===== config.mk =====
export PLATFORM = sky130hd
export DESIGN_NAME = sync_fifo_param
export DESIGN_NICKNAME = d
export VERILOG_FILES = /design/src/rtl/sync_fifo_param.sv
export SDC_FILE = /design/constraint.sdc
export NUM_CORES = 2
export LEC_CHECK = 0
export BUFFER_PORTS_ARGS = -buffer_cell sky130_fd_sc_hd__buf_2
export CAP_MARGIN = 40
export CELL_PAD_IN_SITES_DETAIL_PLACEMENT = 1
export CELL_PAD_IN_SITES_GLOBAL_PLACEMENT = 1
export CORE_ASPECT_RATIO = 2
export CORE_MARGIN = 8
export CORE_UTILIZATION = 38
export DETAILED_ROUTE_END_ITERATION = 8
export HOLD_SLACK_MARGIN = 0.12
export PLACE_DENSITY = 0.63
export SLEW_MARGIN = 40
export SYNTH_ARGS = -nofsm -noshare
export SYNTH_HDL_FRONTEND = slang
export SYNTH_SLANG_ARGS = --single-unit

===== constraint.sdc =====
create_clock -name clk -period 3.6 [get_ports clk]
set_clock_uncertainty 0.2 [all_clocks]
set_input_delay 0.72 -clock clk [delete_from_list [all_inputs] [get_ports clk]]
set_output_delay 0.72 -clock clk [all_outputs]
set_load 0.02 [all_outputs]

===== src/rtl/sync_fifo_param.sv =====
// Parametrised single-clock FIFO with registered read data, programmable almost flags and flush.
// Optional sticky overflow/underflow detection is built only when FIFO_ERR_EN is defined.
module sync_fifo_param #(
  parameter int DATA_W    = 8,
  parameter int DEPTH     = 256,
  parameter int AF_THRESH = 252,
  parameter int AE_THRESH = 4
) (
  input  logic                     clk,
  input  logic                     rst,
  input  logic                     flush,
  input  logic                     wr_en,
  input  logic [DATA_W-1:0]        wr_data,
  input  logic                     rd_en,
  output logic [DATA_W-1:0]        rd_data,
  output logic                     rd_valid,
  output logic                     full,
  output logic                     empty,
  output logic                     almost_full,
  output logic                     almost_empty,
  output logic [$clog2(DEPTH):0]   count,
  output logic                     ovf,
  output logic                     udf
);

  localparam int AW = $clog2(DEPTH);
  localparam logic [AW:0] DEPTH_C = (AW+1)'(DEPTH);
  localparam logic [AW:0] AF_C    = (AW+1)'(AF_THRESH);
  localparam logic [AW:0] AE_C    = (AW+1)'(AE_THRESH);

  logic [DATA_W-1:0] mem [DEPTH];
  logic [AW-1:0]     wr_ptr;
  logic [AW-1:0]     rd_ptr;
  logic [AW:0]       count_next;
  logic              wr_acc;
  logic              rd_acc;

  assign full         = (count == DEPTH_C);
  assign empty        = (count == '0);
  assign almost_full  = (count >= AF_C);
  assign almost_empty = (count <= AE_C);

  // A write at full is only taken when a read frees the slot in the same cycle.
  assign rd_acc = rd_en & ~empty;
  assign wr_acc = wr_en & (~full | rd_en);

  always_comb begin
    count_next = count;
    case ({wr_acc, rd_acc})
      2'b10:   count_next = count + (AW+1)'(1);
      2'b01:   count_next = count - (AW+1)'(1);
      default: count_next = count;
    endcase
  end

  always_ff @(posedge clk) begin
    if (rst) begin
      wr_ptr   <= '0;
      rd_ptr   <= '0;
      count    <= '0;
      rd_data  <= '0;
      rd_valid <= 1'b0;
    end else if (flush) begin
      wr_ptr   <= '0;
      rd_ptr   <= '0;
      count    <= '0;
      rd_valid <= 1'b0;
    end else begin
      rd_valid <= rd_acc;
      count    <= count_next;
      if (rd_acc) begin
        rd_data <= mem[rd_ptr];
        rd_ptr  <= rd_ptr + AW'(1);
      end
      if (wr_acc) begin
        wr_ptr <= wr_ptr + AW'(1);
      end
    end
  end

  // Storage is not reset; the non-blocking read above returns the old word when both hit one slot.
  always_ff @(posedge clk) begin
    if (!rst && !flush && wr_acc) begin
      mem[wr_ptr] <= wr_data;
    end
  end

`ifdef FIFO_ERR_EN
  always_ff @(posedge clk) begin
    if (rst) begin
      ovf <= 1'b0;
      udf <= 1'b0;
    end else if (!flush) begin
      if (wr_en && !wr_acc) ovf <= 1'b1;
      if (rd_en && empty)   udf <= 1'b1;
    end
  end
`else
  assign ovf = 1'b0;
  assign udf = 1'b0;
`endif

endmodule

==> results.json <==
{
  "outcome": "complete, but fails checks",
  "violations": "setup timing",
  "drt_wl_total_um": 232700,
  "io_pins": 37,
  "slew_headroom_pct": 41.98,
  "finalWorstSetupSlack_ns": -0.01481,
  "tightest_slew_ns": 0.8671,
  "cts_max_level": 4,
  "place_inst": 6901,
  "hold_violations": 0,
  "path_max_fanout": 6,
  "crit_type": "register to register",
  "fp.dieW_um": 343.3,
  "synth_cells": 4004,
  "grt_pass1_vias": 44250,
  "drtIter0Drc": 3038,
  "synth_area_um2": 81410,
  "layout-drive-gt1-share_pct": 27.44,
  "end_kind": "register",
  "ys.flop_type": "edfxtp_1",
  "routedWlPerCell_um": 32.18,
  "cts_inserted_buffers": 177,
  "synthMuxAreaShare_pct": 15.40,
  "finalSetupViolations": 2,
  "rows": 240,
  "synth_seq_area_share_pct": 76.38,
  "synth-compound-area-share_pct": 3.208,
  "final_area_um2": 93440,
  "ys_seq_elements": 2082,
  "hpwl_um": 157200,
  "cts.path.max_buffers": 4,
  "ant_nets": 0,
  "clock-sinks": 2082,
  "maxSlewViolCount": 0,
  "num-nets-final": 4342,
  "power_density_nw_per_um2": 507.0,
  "layout_common_cells": "edfxtp_1, mux4_2, mux2i_1",
  "synth_adder_area_share_pct": 0.2244,
  "arrival_ns": 4.10,
  "synth_top_family_by_area": "multiplexers",
  "ir_drop_mv": 0.3399,
  "cts_tree": "yes",
  "rsz0062_at_grt": "yes",
  "synth_xor_area_share_pct": 0.1937,
  "die-area_um2": 230200,
  "grt_pass1_wl_um": 329500,
  "dp_slack_ns": -0.3095,
  "vias": 40750,
  "stdcell_count": 7231,
  "drc": 0,
  "firstDrtPassIters": 5,
  "p_leak_uw": 0.02808,
  "period_share_pct": 100.4,
  "placed_cell_area_um2": 87290,
  "maxCapViolations": 0,
  "initial_core_util_pct": 38.18,
  "synth.distinct_cells": 61,
  "synth-edff-count": 2048,
  "cp.required_ns": 4.09,
  "max_freq_mhz": 276.6,
  "core-area_um2": 213200,
  "fp.dieH_um": 670.6,
  "ys_warn_count": 0,
  "syn2layout_area_growth_pct": 14.78,
  "viasPerCell": 5.635,
  "place_congestion": 0.8507,
  "clock_latency_ns": 0.83,
  "grt_max_degree": 96,
  "synth-simple-area-share_pct": 2.951,
  "critPathLaunchType": "register",
  "cts_root_buf": "clkbuf_16",
  "layout_min_cycle_time_ns": 3.615,
  "final_common_cell": "edfxtp_1",
  "io_buffer_count": 34,
  "clkTransAtPathRegs_ns": 0.07,
  "antenna_found_initial": 8,
  "async_flop_share_pct": 0,
  "grt_overflow": 0,
  "syn_area_per_cell_um2": 20.33,
  "grtUsageTotal_pct": 19.87,
  "holdCritPathClass": "input pin to register"
}
-- registers in the layout, summed over array words and instances (netlist names) --
register	cells
wr_ptr	8
count	9
rd_valid	1
rd_ptr	8
rd_data	8
mem	2048
-- cell type report --
| type | instances | area [µm²] |
|---|---|---|
| Clock buffer | 219 | 4735 |
| Fill cell | 19850 | 119800 |
| Tap cell | 2783 | 3482 |
| Timing Repair Buffer | 370 | 3757 |
| Multi-Input combinational cell | 1670 | 18330 |
| Sequential cell | 2082 | 62200 |
| Clock inverter | 88 | 858.3 |
| Inverter | 14 | 60.06 |
| Antenna cell | 5 | 12.51 |
-- layer usage --
metal  GRT usage [%]  wire, µm  vias to the layer above
met1           21.05     78870                    22080
met4           9.461     12730                        2
met3           1.916      9198                      455
met5               0        18                        -
li1                -         -                    17120
met2           38.77    131900                     1098
-- logic make-up (layout without fill, tap and decap cells) --
group                    count (synthesis)  count (layout)
XOR/XNOR                                18              18
other                                    1               7
AO/OA/AOI/OAI                          372             372
AND/OR/NAND/NOR                        555             555
adder cells (fa/ha/maj)                 14              14
multiplexers                           709             709
buffers and inverters                  253             691
flip-flops                            2082            2082
-- Yosys cell counts, drive strengths merged (2+ instances only) --
cell type  instances  share of area [%]
a2111o             5              0.069
a211oi            28               0.26
a21boi             4              0.037
a21o               2              0.018
a21oi             93               0.57
a221oi             4              0.043
a31oi              9              0.069
a41oi             11               0.12
and2               8              0.061
and3               8              0.061
buf              140                1.1
clkbuf            99               0.46
dfxtp             34               0.84
edfxtp          2048                 76
ha                13               0.20
inv               14              0.065
mux2              10               0.14
mux2i            265                3.3
mux4             434                 12
nand2            119               0.59
nand2b             6              0.046
nand3             18               0.14
nand4              3              0.023
nor2             324                1.5
nor2b             16               0.12
nor3              27               0.17
nor3b              3              0.040
nor4               4              0.038
o211ai             5              0.046
o21ai             33               0.22
o21bai             2              0.018
o221ai           114                1.2
o22ai             47               0.36
o2bb2ai            2              0.022
o31ai              4              0.037
o41ai              6              0.065
or2                5              0.038
or3                9              0.069
or4                2              0.023
xnor2             11               0.12
xor2               7              0.075
-- report_power, final --
| part | switching (µW) | internal [µW] | leakage, µW |
|---|---|---|---|
| logic | 1000 | 615 | 0.00667 |
| clock network | 8600 | 10600 | 0.00273 |
| registers | 13.5 | 26600 | 0.0187 |
-- final timing paths --
path | startpoint | end | slack (ns) | cells after the start
setup / recovery | count[7] | count[5] | -0.01 | 16
hold / removal | wr_data[3] | mem[71][3] | 0.18 | 1
setup reg to reg | count[7] | count[5] | -0.01 | 16
hold reg to reg | wr_ptr[1] | wr_ptr[1] | 0.38 | 2
-- through the flow --
stage          util, %  hold WS, ns  setup TNS (ns)  power, µW
6_report         43.82       0.1814        -0.01731      47370
5_1_grt          43.82       0.1689         -0.4139      48370
2_1_floorplan        -       0.3167        -0.09469      27870
3_3_place_gp     40.89       0.3415         -0.9329      28690
3_5_place_dp     40.94       0.3725          -1.334      28740
4_1_cts          43.61       0.1407       -0.002724      47690
-- critical path, cell delays in order, from the launching register on --
cell and delay (ns):
dfxtp_1 0.31, or4_4 0.54, or4b_4 0.55, o21ai_4 0.20
ha_4 0.17, buf_6 0.10, buf_6 0.12, ha_4 0.19
a21o_1 0.18, a21oi_2 0.14, o21ai_1 0.09, a21oi_2 0.19
buf_4 0.14, xor2_1 0.13, nor2_1 0.05, a21oi_1 0.12
nor2_1 0.05
-- what timing repair did --
| item | in CTS | in global routing |
|---|---|---|
| hold endpoints to repair | 0 | 1 |
| endpoints found under the setup margin | 10 | 148 |
| gates resized for setup | 17 | 19 |
| pin swaps | 6 | 7 |
| cloned | 0 | 3 |
| hold buffers | 0 | 1 |
| buffers inserted | 3 | 4 |
Power figures use the tool's default switching activity.
